$ cat src/rtl/ctrl_pipe_pkg.sv
// Shared types and constants for the decode-to-execute control pipeline.
package ctrl_pipe_pkg;

  // Control bundle from decode to execute. The packed struct is 17 bits wide.
  typedef struct packed {
    logic       reg_write;
    logic [1:0] result_src;
    logic [1:0] mem_write;
    logic       jump;
    logic       branch;
    logic [2:0] alu_control;
    logic       alu_src;
    logic [2:0] funct3;
    logic [2:0] imm_src;
  } ctrl_de_t;

  localparam int CTRL_DE_W = 17;

  // An all-zero bundle is a NOP. It performs no register write, no memory write,
  // no jump and no branch.
  localparam ctrl_de_t CTRL_NOP = '0;

endpackage

$ cat src/rtl/ctrl_pipe_slot.sv
// One elastic pipeline slot. It holds a valid flag and a data register.
// When the slot is empty or flushed it holds the bubble value.
module ctrl_pipe_slot
  import ctrl_pipe_pkg::*;
#(
  parameter int                    DATA_WIDTH = CTRL_DE_W,
  parameter logic [DATA_WIDTH-1:0] BUBBLE     = '0
) (
  input  logic                  clk,
  input  logic                  rst,
  input  logic                  flush,
  input  logic                  load,
  input  logic                  in_valid,
  input  logic [DATA_WIDTH-1:0] in_data,
  output logic                  valid,
  output logic [DATA_WIDTH-1:0] data
);

  // Flush overrides load. A load of an invalid source stores the bubble,
  // so consumers that ignore valid still see a NOP.
  always_ff @(posedge clk or negedge rst) begin
    if (!rst) begin
      valid <= 1'b0;
      data  <= BUBBLE;
    end else if (flush) begin
      valid <= 1'b0;
      data  <= BUBBLE;
    end else if (load) begin
      valid <= in_valid;
      data  <= in_valid ? in_data : BUBBLE;
    end
  end

endmodule

$ cat src/rtl/ctrl_pipe_stage.sv
// Elastic control-bundle pipeline of DEPTH slots with a valid/ready handshake.
// Features: stall back-pressure, synchronous flush and bubble collapsing.
// The ready chain is purely combinational: ready_i = !valid_i | ready_(i+1).
// It is computed in closed form to avoid a self-referencing vector.
module ctrl_pipe_stage
  import ctrl_pipe_pkg::*;
#(
  parameter int                    DATA_WIDTH = CTRL_DE_W,
  parameter int                    DEPTH      = 1,
  parameter logic [DATA_WIDTH-1:0] BUBBLE     = '0,
  localparam int                   OCC_W      = $clog2(DEPTH + 1)
) (
  input  logic                  clk,
  input  logic                  rst,
  input  logic                  flush,
  input  logic                  in_valid,
  output logic                  in_ready,
  input  logic [DATA_WIDTH-1:0] in_data,
  output logic                  out_valid,
  input  logic                  out_ready,
  output logic [DATA_WIDTH-1:0] out_data,
  output logic [OCC_W-1:0]      occupancy
);

  logic [DEPTH-1:0]      slot_valid;
  logic [DEPTH-1:0]      slot_ready;
  logic [DEPTH-1:0]      src_valid;
  logic [DATA_WIDTH-1:0] slot_data [DEPTH];
  logic [DATA_WIDTH-1:0] src_data  [DEPTH];
  logic                  push;
  logic                  pop;

  for (genvar i = 0; i < DEPTH; i++) begin : g_slot
    // Slot i can advance when downstream accepts, or when any slot at or after i is empty.
    assign slot_ready[i] = out_ready | ~(&slot_valid[DEPTH-1:i]);

    if (i == 0) begin : g_head
      assign src_valid[i] = in_valid;
      assign src_data[i]  = in_data;
    end else begin : g_body
      assign src_valid[i] = slot_valid[i-1];
      assign src_data[i]  = slot_data[i-1];
    end

    ctrl_pipe_slot #(
      .DATA_WIDTH (DATA_WIDTH),
      .BUBBLE     (BUBBLE)
    ) u_slot (
      .clk      (clk),
      .rst      (rst),
      .flush    (flush),
      .load     (slot_ready[i]),
      .in_valid (src_valid[i]),
      .in_data  (src_data[i]),
      .valid    (slot_valid[i]),
      .data     (slot_data[i])
    );
  end

  assign in_ready  = slot_ready[0];
  assign out_valid = slot_valid[DEPTH-1];
  assign out_data  = slot_data[DEPTH-1];

  assign push = in_valid & in_ready & ~flush;
  assign pop  = out_valid & out_ready & ~flush;

  // Registered occupancy count. Flush clears it. A push and a pop in the same cycle cancel out.
  always_ff @(posedge clk or negedge rst) begin
    if (!rst) begin
      occupancy <= '0;
    end else if (flush) begin
      occupancy <= '0;
    end else if (push && !pop) begin
      occupancy <= occupancy + OCC_W'(1);
    end else if (pop && !push) begin
      occupancy <= occupancy - OCC_W'(1);
    end
  end

endmodule

$ cat config.mk
export PLATFORM = sky130hd
export DESIGN_NAME = ctrl_pipe_stage
export DESIGN_NICKNAME = d
export VERILOG_FILES = /design/src/rtl/ctrl_pipe_pkg.sv /design/src/rtl/ctrl_pipe_slot.sv /design/src/rtl/ctrl_pipe_stage.sv
export SDC_FILE = /design/constraint.sdc
export NUM_CORES = 1
export LEC_CHECK = 0
export ABC_AREA = 1
export BUFFER_PORTS_ARGS = -buffer_cell sky130_fd_sc_hd__buf_2
export CORE_MARGIN = 3
export CORE_UTILIZATION = 40
export CTS_CLUSTER_SIZE = 10
export DETAILED_ROUTE_END_ITERATION = 12
export PLACE_DENSITY = 0.81
export SETUP_SLACK_MARGIN = 0.2
export SYNTH_ARGS = -nofsm -noshare
export SYNTH_HDL_FRONTEND = slang
export SYNTH_SLANG_ARGS = --single-unit
$ cat constraint.sdc
create_clock -name clk -period 1 [get_ports clk]
set_input_delay 0.1 -clock clk [delete_from_list [all_inputs] [get_ports clk]]
set_output_delay 0.1 -clock clk [all_outputs]
set_load 0.02 [all_outputs]
==> metrics.md, run 1 <==
| Metric | Value |
|---|---|
| Run status | `finished with violations` |
| Failing checks | `setup timing` |
| Antenna Nets Post-Route | `0` |
| Cell depth of the worst setup path | `5` |
| Startpoint Class | `flip-flop` |
| Worst Path Buf+Inv | `2` |
| Synth-to-layout area growth | `71.8%` |
| Vias in the first global route | `801` |
| WP data required | `1220 ps` |
| Post-DP HPWL | `1.40 mm` |
| CTS sink cnt | `19` |
| Register area share after synthesis | `0.552` |
| Drt via density | `4.71` |
| RSZ-0062 raised after global routing | `true` |
| Mapped Area | `862 um2` |
| Met3 GRT Util | `0.00855` |
| Max Fclk | `871 MHz` |
| Post-place setup slack | `-79.3 ps` |
| Biggest area consumer among synthesized cells | `dfrtp_1` |
| Unique masters post-synth | `14` |
| P_leak | `0.806 nW` |
| Crit Path Max Fanout | `5` |
| Clock Skew | `8.56 ps` |
| GRT met1 Usage | `0.241` |
| Final setup fails | `20` |
| Top cells by area, synth | `dfrtp_1 55%, o21ai_2 10%, nand2_1 8.7%` |
| Initial Utilization | `0.431` |
| IO Port Bufs | `41` |
| First DRT Iteration DRCs | `3` |
| Reg2Reg Depth | `5` |
| Global placement routability congestion | `0.711` |
| Worst Setup End Kind | `flip-flop` |
| Cell row count | `16` |
| FF/Latch Area | `477 um2` |
| Synth top area share | `0.552` |
| Internal power | `1.16 mW` |
| Largest net degree at the start of global routing | `20` |
| Die height | `52.4 um` |
| Sequential share of power | `0.514` |
| Width of the die | `52.4 um` |
| Slowest CP cell | `dfrtp_2` |
| GRT busiest layer | `met2` |
| Pre-Repair DR Iteration Count | `4` |
| Total track usage | `0.184` |
| # Max-Cap Violations | `0` |
| Grt ovf | `0` |
| Peak VDD IR | `0.677 mV` |
| Total Wirelength | `2.63 mm` |
| Boundary Pins | `42` |
| CP cell instances | `nand2_4 -> buf_12 -> buf_12 -> nand3_4 -> o21ai_2` |
| Arr. time, crit path | `1370 ps` |
| First-pass GRT wire length | `3.69 mm` |
| CP delay by family, top | `flip-flops` |
| Design Power | `1.63 mW` |
| Die footprint | `2750 um2` |
| Worst Max-Slew Pin Slew | `419 ps` |
| Avg WL per Cell | `14.8 um` |
| CTS tree | `done` |
| Final worst setup slack | `-148 ps` |
| Sw Ratio | `0.289` |
| CTS H-tree depth | `1` |
| Setup TNS | `-1840 ps` |
| Crit path kind | `flip-flop to flip-flop` |
| DRC | `0` |
| Share of cells above drive strength 1 | `0.629` |
| CTS clk-pin slew, worst paths | `100 ps` |
| Initial antenna violation count | `0` |
| Power share of the clock group | `0.234` |
| CORE AREA | `2000 um2` |
| Switching power | `469 uW` |
| Max_slew headroom | `0.721` |
| Vias | `838` |
| Final-report hold violation count | `0` |
| Combinational Power Share | `0.251` |
| Nets@finish | `174` |
| Syn_area_per_cell | `10.0 um2` |
| Met2 usage | `0.322` |
| Cts bufs inserted | `3` |
| Root Driver | `clkbuf_4` |
| Tightest Hold Check Type | `primary input to flip-flop` |
| Synth warnings | `0` |
| Clock Latency Late Sink | `290 ps` |
| Inst Count DP | `154` |
| Most frequent cells in the layout | `21 x buf_2, 21 x buf_6, 19 x inv_1` |
| Fill count | `133` |
| Fin cells | `178` |
| Max stage delay on crit path | `440 ps` |
| Worst Hold Depth | `3` |
| Multi-input logic area | `373 um2` |
| Cell count after synthesis | `86` |
| Crit path time final | `1150 ps` |
| Synth Register Bits | `19` |
| Pins Over Slew Limit | `0` |
| Layout Utilization | `0.740` |
| Ant diodes | `0` |
| Mapped Nets | `108` |
| CP most frequent cell | `buf_12` |
| PwrDens | `1100 nW/um2` |
| Period utilization | `1.15` |
| CTS Buffer Depth | `2` |
[final timing paths]
| check | startpoint | endpoint | slack [ps] |
|---|---|---|---|
| setup / recovery | g_slot[0].u_slot.valid$_DFFE_PN0P_ | g_slot[0].u_slot.data[0]$_DFFE_PN0P_ | -150 |
| hold / removal | in_data[10] | g_slot[0].u_slot.data[10]$_DFFE_PN0P_ | 30 |
| setup reg to reg | g_slot[0].u_slot.valid$_DFFE_PN0P_ | g_slot[0].u_slot.data[0]$_DFFE_PN0P_ | -150 |
| hold reg to reg | g_slot[0].u_slot.data[9]$_DFFE_PN0P_ | g_slot[0].u_slot.data[9]$_DFFE_PN0P_ | 520 |
| max in group asynchronous | rst | g_slot[0].u_slot.valid$_DFFE_PN0P_ | 390 |
| min in group asynchronous | rst | g_slot[0].u_slot.data[5]$_DFFE_PN0P_ | 280 |
[power groups by stage]
| stage | logic (mW) | clock network, mW | registers [mW] |
|---|---|---|---|
| 2_1_floorplan | 0.0943 | 0 | 0.888 |
| 3_3_place_gp | 0.242 | 0 | 0.840 |
| 3_5_place_dp | 0.249 | 0 | 0.842 |
| 4_1_cts | 0.367 | 0.378 | 0.833 |
| 5_1_grt | 0.436 | 0.401 | 0.840 |
| 6_report | 0.408 | 0.381 | 0.836 |
[sequential cells by signal, summed over array words and instances (netlist names)]
register	count
occupancy	1
g_slot.u_slot.valid	1
g_slot.u_slot.data	17
[stage by stage]
stage | hold WS, ps | cell area, um2
after floorplan | -196 | 863
after global placement | 47.9 | 1080
after detailed placement | 51.6 | 1080
after CTS | 27.2 | 1390
after global routing | 38.2 | 1480
final | 28.6 | 1480
[Yosys cell counts]
| cell type | instances |
|---|---|
| nand2_1 | 20 |
| dfrtp_1 | 19 |
| inv_1 | 19 |
| o21ai_2 | 10 |
| o21ai_0 | 7 |
| a21oi_1 | 2 |
| buf_12 | 2 |
| inv_2 | 1 |
| nand2_2 | 1 |
| nand2_4 | 1 |
| nand3_1 | 1 |
| nand3_4 | 1 |
| nor2_1 | 1 |
| nor2_8 | 1 |
[metal layers]
| metal | vias up | wire, um |
|---|---|---|
| li1 | 397 | - |
| met3 | 2 | 63 |
| met4 | 0 | 18 |
| met5 | - | 0 |
| met1 | 420 | 1040 |
| met2 | 19 | 1500 |
[cell type report]
type / instances / area share
inverter: 20 / 0.0507
clock buffer: 4 / 0.0177
tap: 27 / 0.0228
timing repair buffer: 59 / 0.335
sequential: 19 / 0.322
multi-input combinational: 49 / 0.252
[kinds of logic (layout without fill, tap and decap cells)]
group,count (synthesis),in the layout,synth area share
buffers and inverters,22,83,0.134
flip-flops,19,19,0.552
AND/OR/NAND/NOR,26,30,0.161
AO/OA/AOI/OAI,19,19,0.154
[worst register-to-register path: stages, from the launching register on]
cell and delay [ps]:
dfrtp_2 440, nand2_4 90, buf_12 130, buf_12 120
nand3_4 140, o21ai_2 160
[repair_timing]
item,in CTS,in global routing
pin swaps,9,4
gates cloned,4,0
gates resized for setup,52,12
hold buffers,1,0
endpoints found under the hold margin,19,0
endpoints found under the setup margin,39,39
setup buffers,8,7
Note: power is estimated with default switching activity, not from simulation.
==> inputs of run 2 (changes only) <==
SKIP_LAST_GASP = 1   (was unset)
==> metrics.md, run 2 (synthesis gave the netlist of run 1 again) <==
| Metric | Value |
|---|---|
| Run status | `finished with violations` |
| Failing checks | `setup timing` |
| Switching power | `468 uW` |
| Clock Skew | `6.93 ps` |
| Crit. Startpoint | `g_slot[0].u_slot.valid$_DFFE_PN0P_` |
| Cell row count | `16` |
| Tightest Hold Check Type | `primary input to flip-flop` |
| IO Port Bufs | `41` |
| Share of cells above drive strength 1 | `0.618` |
| WP data required | `1220 ps` |
| Pre-Repair DR Iteration Count | `4` |
| FF/Latch Area | `477 um2` |
| # Max-Cap Violations | `0` |
| Sw Ratio | `0.288` |
| DRC | `0` |
| Most frequent cells in the layout | `21 x buf_2, 21 x buf_6, 19 x inv_1` |
| Biggest regs | `g_slot.u_slot.data (17), g_slot.u_slot.valid (1), occupancy (1)` |
| Arr. time, crit path | `1370 ps` |
| Final worst setup slack | `-150 ps` |
| Initial Utilization | `0.431` |
| Sequential share of power | `0.514` |
| Min-delay src | `in_data[10]` |
| CTS sink cnt | `19` |
| Inst Count DP | `154` |
| Boundary Pins | `42` |
| Setup TNS | `-1920 ps` |
| Vias in the first global route | `806` |
| Largest Register | `g_slot.u_slot.data` |
| Internal power | `1.16 mW` |
| Fill count | `133` |
| Largest net degree at the start of global routing | `20` |
| Vias | `828` |
| Crit path kind | `flip-flop to flip-flop` |
| Max_slew headroom | `0.727` |
| CTS clk-pin slew, worst paths | `100 ps` |
| RSZ-0062 raised after global routing | `true` |
| Die footprint | `2750 um2` |
| Width of the die | `52.4 um` |
| Worst Max-Slew Pin Slew | `410 ps` |
| Combinational Power Share | `0.252` |
| CTS tree | `done` |
| Layout Utilization | `0.741` |
| Worst Setup End Kind | `flip-flop` |
| Design Power | `1.63 mW` |
| Synth-to-layout area growth | `72.0%` |
| Max Fclk | `870 MHz` |
| Global placement routability congestion | `0.711` |
| Total Wirelength | `2.64 mm` |
| Multi-input logic area | `367 um2` |
| P_leak | `0.809 nW` |
| FF-to-FF Start | `g_slot[0].u_slot.valid$_DFFE_PN0P_` |
| Worst Hold Margin | `28.5 ps` |
| First DRT Iteration DRCs | `12` |
| CORE AREA | `2000 um2` |
| Startpoint Class | `flip-flop` |
| Clock Latency Late Sink | `290 ps` |
| Peak VDD IR | `0.669 mV` |
| Power share of the clock group | `0.234` |
| Crit Path Max Fanout | `5` |
| PwrDens | `1100 nW/um2` |
| Pins Over Slew Limit | `0` |
| Fin cells | `179` |
| Grt ovf | `0` |
| Avg WL per Cell | `14.7 um` |
| Root Driver | `clkbuf_4` |
| Post-place setup slack | `-79.3 ps` |
| Initial antenna violation count | `0` |
| Post-DP HPWL | `1.40 mm` |
| Final setup fails | `20` |
| First-pass GRT wire length | `3.72 mm` |
| Final-report hold violation count | `0` |
| Nets@finish | `175` |
| CTS Buffer Depth | `2` |
| Antenna Nets Post-Route | `0` |
| Period utilization | `1.15` |
| Total track usage | `0.185` |
| Largest register FFs | `17` |
| Cts bufs inserted | `3` |
| Drt via density | `4.63` |
| Crit path time final | `1150 ps` |
| CTS H-tree depth | `1` |
| Ant diodes | `0` |
| Placed inst area | `1080 um2` |
| Final Cell Area | `1480 um2` |
| Die height | `52.4 um` |
## run 2: cell count changes in the layout (fill, tap and decap cells not counted)
| cell | before | now |
|---|---|---|
| nand2_1 | 14 | 15 |
| nand2_2 | 7 | 6 |
| buf_4 | 14 | 15 |
| o21ai_1 | 2 | 3 |
| o21ai_2 | 15 | 14 |
## run 2: final timing paths
| path | end | slack [ps] | depth (start not counted) |
|---|---|---|---|
| max | g_slot[0].u_slot.data[11]$_DFFE_PN0P_ | -150 | 5 |
| min | g_slot[0].u_slot.data[10]$_DFFE_PN0P_ | 30 | 3 |
| max reg2reg | g_slot[0].u_slot.data[11]$_DFFE_PN0P_ | -150 | 5 |
| min reg2reg | g_slot[0].u_slot.data[14]$_DFFE_PN0P_ | 540 | 2 |
| max in group asynchronous | g_slot[0].u_slot.valid$_DFFE_PN0P_ | 400 | 2 |
| min in group asynchronous | g_slot[0].u_slot.data[5]$_DFFE_PN0P_ | 280 | 2 |
## run 2: power by group through the flow
stage | combinational [mW] | clock (mW) | sequential [mW]
after CTS | 0.367 | 0.378 | 0.833
after floorplan | 0.0943 | 0 | 0.888
after detailed placement | 0.249 | 0 | 0.842
after global routing | 0.436 | 0.401 | 0.840
after global placement | 0.242 | 0 | 0.840
final | 0.410 | 0.380 | 0.836
## run 2: critical path, cell delays in order, from the launching register on
cell and delay, ps:
dfrtp_2 440, nand2_4 90, buf_12 130, buf_12 120, nand3_4 140, o21ai_2 160
## run 2: routing by layer
metal | share of wire | GRT usage
met5 | 0 | 0
met4 | 0 | 0.0596
met3 | 0.025 | 0.00855
met2 | 0.57 | 0.322
met1 | 0.40 | 0.245
## run 2: layout make-up
class / count / area share
Timing Repair Buffer: 60 / 0.340
Sequential cell: 19 / 0.322
Multi-Input combinational cell: 49 / 0.247
Inverter: 20 / 0.0506
Tap cell: 27 / 0.0228
Clock buffer: 4 / 0.0177
## run 2: what timing repair did
action	in CTS	in global routing
hold buffers	1	0
endpoints found under the setup margin	39	39
resized for setup	52	10
cloned	4	0
buffers inserted	8	8
endpoints found under the hold margin	19	0
pin swaps	8	4
==> inputs of run 3 (changes only) <==
==> constraint.sdc (replaced) <==
create_clock -name clk -period 1 [get_ports clk]
set_input_delay 0.1 -clock clk [delete_from_list [all_inputs] [get_ports clk]]
set_output_delay 0.1 -clock clk [all_outputs]
set_load 0.05 [all_outputs]
==> metrics.md, run 3 (synthesis gave the netlist of run 1 again) <==
| Metric | Value |
|---|---|
| Die footprint | `2750 um2` |
| First-pass GRT wire length | `3.84 mm` |
| Vias | `852` |
| Largest Register | `g_slot.u_slot.data` |
| Avg WL per Cell | `15.1 um` |
| Final setup fails | `20` |
| Failing checks | `setup timing` |
| Fin cells | `177` |
| Die height | `52.4 um` |
| Design Power | `1.73 mW` |
| Max Fclk | `863 MHz` |
| Vias in the first global route | `847` |
| Total track usage | `0.196` |
| Worst Max-Slew Pin Slew | `428 ps` |
| Arr. time, crit path | `1380 ps` |
| CTS clk-pin slew, worst paths | `110 ps` |
| Tightest Hold Check Type | `primary input to flip-flop` |
| Initial antenna violation count | `0` |
| DRC | `0` |
| Crit path time final | `1160 ps` |
| Startpoint Class | `flip-flop` |
| Reg2Reg Depth | `5` |
| Pins Over Slew Limit | `0` |
| Final-report hold violation count | `0` |
| Post-DP HPWL | `1.31 mm` |
| CTS Buffer Depth | `2` |
| Drt via density | `4.81` |
| CORE AREA | `2000 um2` |
| Worst Setup End Kind | `flip-flop` |
| IO Port Bufs | `41` |
| Synth-to-layout area growth | `70.2%` |
| Crit Path Max Fanout | `8` |
| Cell row count | `16` |
| P_leak | `0.788 nW` |
| Grt ovf | `0` |
| Initial Utilization | `0.431` |
| Fill count | `143` |
| PwrDens | `1180 nW/um2` |
| Setup TNS | `-1640 ps` |
| FF-to-FF Start | `g_slot[0].u_slot.valid$_DFFE_PN0P_` |
| Share of cells above drive strength 1 | `0.600` |
| Crit. Startpoint | `g_slot[0].u_slot.valid$_DFFE_PN0P_` |
| Max_slew headroom | `0.715` |
| Cts bufs inserted | `3` |
| Largest net degree at the start of global routing | `20` |
| CTS sink cnt | `19` |
| Peak VDD IR | `0.840 mV` |
| Crit path kind | `flip-flop to flip-flop` |
| CTS tree | `done` |
| Global placement routability congestion | `0.591` |
| Worst Hold Depth | `3` |
| Root Driver | `clkbuf_4` |
| Biggest regs | `g_slot.u_slot.data (17), g_slot.u_slot.valid (1), occupancy (1)` |
| Largest register FFs | `17` |
| Inst Count DP | `153` |
| Clock Skew | `3.55 ps` |
| Most common cell after layout, fill and taps aside | `buf_6` |
| Max stage delay on crit path | `440 ps` |
| First DRT Iteration DRCs | `14` |
| Total Wirelength | `2.67 mm` |
| Period utilization | `1.16` |
| WP data required | `1220 ps` |
| Most frequent cells in the layout | `22 x buf_6, 21 x buf_2, 19 x inv_1` |
| Ant diodes | `0` |
| CP cell instances | `nand2_8 -> buf_6 -> nor2_4 -> nand2_1 -> o21ai_2` |
| CTS H-tree depth | `1` |
| Nets@finish | `173` |
| Slowest CP cell | `dfrtp_2` |
| RSZ-0062 raised after global routing | `true` |
| Min-delay src | `in_data[12]` |
| Boundary Pins | `42` |
| Run status | `finished with violations` |
| Antenna Nets Post-Route | `0` |
| Pre-Repair DR Iteration Count | `5` |
| Width of the die | `52.4 um` |
| Clock Latency Late Sink | `290 ps` |
| # Max-Cap Violations | `0` |
| Final worst setup slack | `-158 ps` |
## run 3: cell count changes in the layout (fill, tap and decap cells not counted)
cell	delta
nand3_2	+1
nand2_2	-2
nand2_4	-1
nand2_1	+2
buf_12	-2
buf_6	+1
nor2_1	+1
nor2_2	-1
buf_8	+2
nand3_1	-1
buf_4	-3
nand2_8	+1
## run 3: through the flow
step | hold slack, ps | instance area (um2) | setup slack [ps] | util
after global routing | 18.9 | 1470 | -188 | 0.733
after CTS | 23.4 | 1410 | -139 | 0.703
final | 22.9 | 1470 | -158 | 0.733
after floorplan | -196 | 872 | -203 | -
after global placement | 50.3 | 1080 | -7.64 | 0.539
after detailed placement | 60.6 | 1080 | -67.3 | 0.539
## run 3: per-layer routing
layer / share of wire / vias to the layer above / global-route usage
li1: - / 396 / -
met1: 0.39 / 416 / 0.218
met2: 0.55 / 34 / 0.366
met3: 0.045 / 6 / 0.0228
met4: 0.018 / 0 / 0.0851
met5: 0 / - / 0
## run 3: final cells by class
class                      instances  area [um2]  area share
multi-input combinational         49         373       0.254
timing repair buffer              58         483       0.329
clock buffer                       4        26.3      0.0179
inverter                          20        75.1      0.0512
sequential                        19         477       0.325
tap                               27        33.8      0.0230
## run 3: final timing paths
path	end	slack [ps]
worst max-delay path	g_slot[0].u_slot.data[6]$_DFFE_PN0P_	-160
worst min-delay path	g_slot[0].u_slot.data[12]$_DFFE_PN0P_	20
worst max register to register	g_slot[0].u_slot.data[6]$_DFFE_PN0P_	-160
worst min register to register	g_slot[0].u_slot.data[7]$_DFFE_PN0P_	520
max in group asynchronous	g_slot[0].u_slot.valid$_DFFE_PN0P_	410
min in group asynchronous	g_slot[0].u_slot.data[0]$_DFFE_PN0P_	270
## run 3: power breakdown
| group | switching (mW) | internal, mW | total, mW |
|---|---|---|---|
| Sequential | 0.0319 | 0.805 | 0.837 |
| Combinational | 0.301 | 0.197 | 0.497 |
| Clock | 0.237 | 0.155 | 0.392 |
| Total | 0.570 | 1.16 | 1.73 |
## run 3: worst max-delay path, delay by kind of cell (launching register included)
family                 cells  cell delay (ps)
buffers and inverters      1              130
AND/OR/NAND/NOR            3              440
AO/OA/AOI/OAI              1               80
flip-flops                 1              440
## run 3: what timing repair did
action,4_1_cts,5_1_grt
pin swaps,9,5
hold endpoints to repair,19,0
gates cloned,4,0
endpoints found under the setup margin,38,39
setup buffers,10,5
resized for setup,52,6
hold buffers,1,0
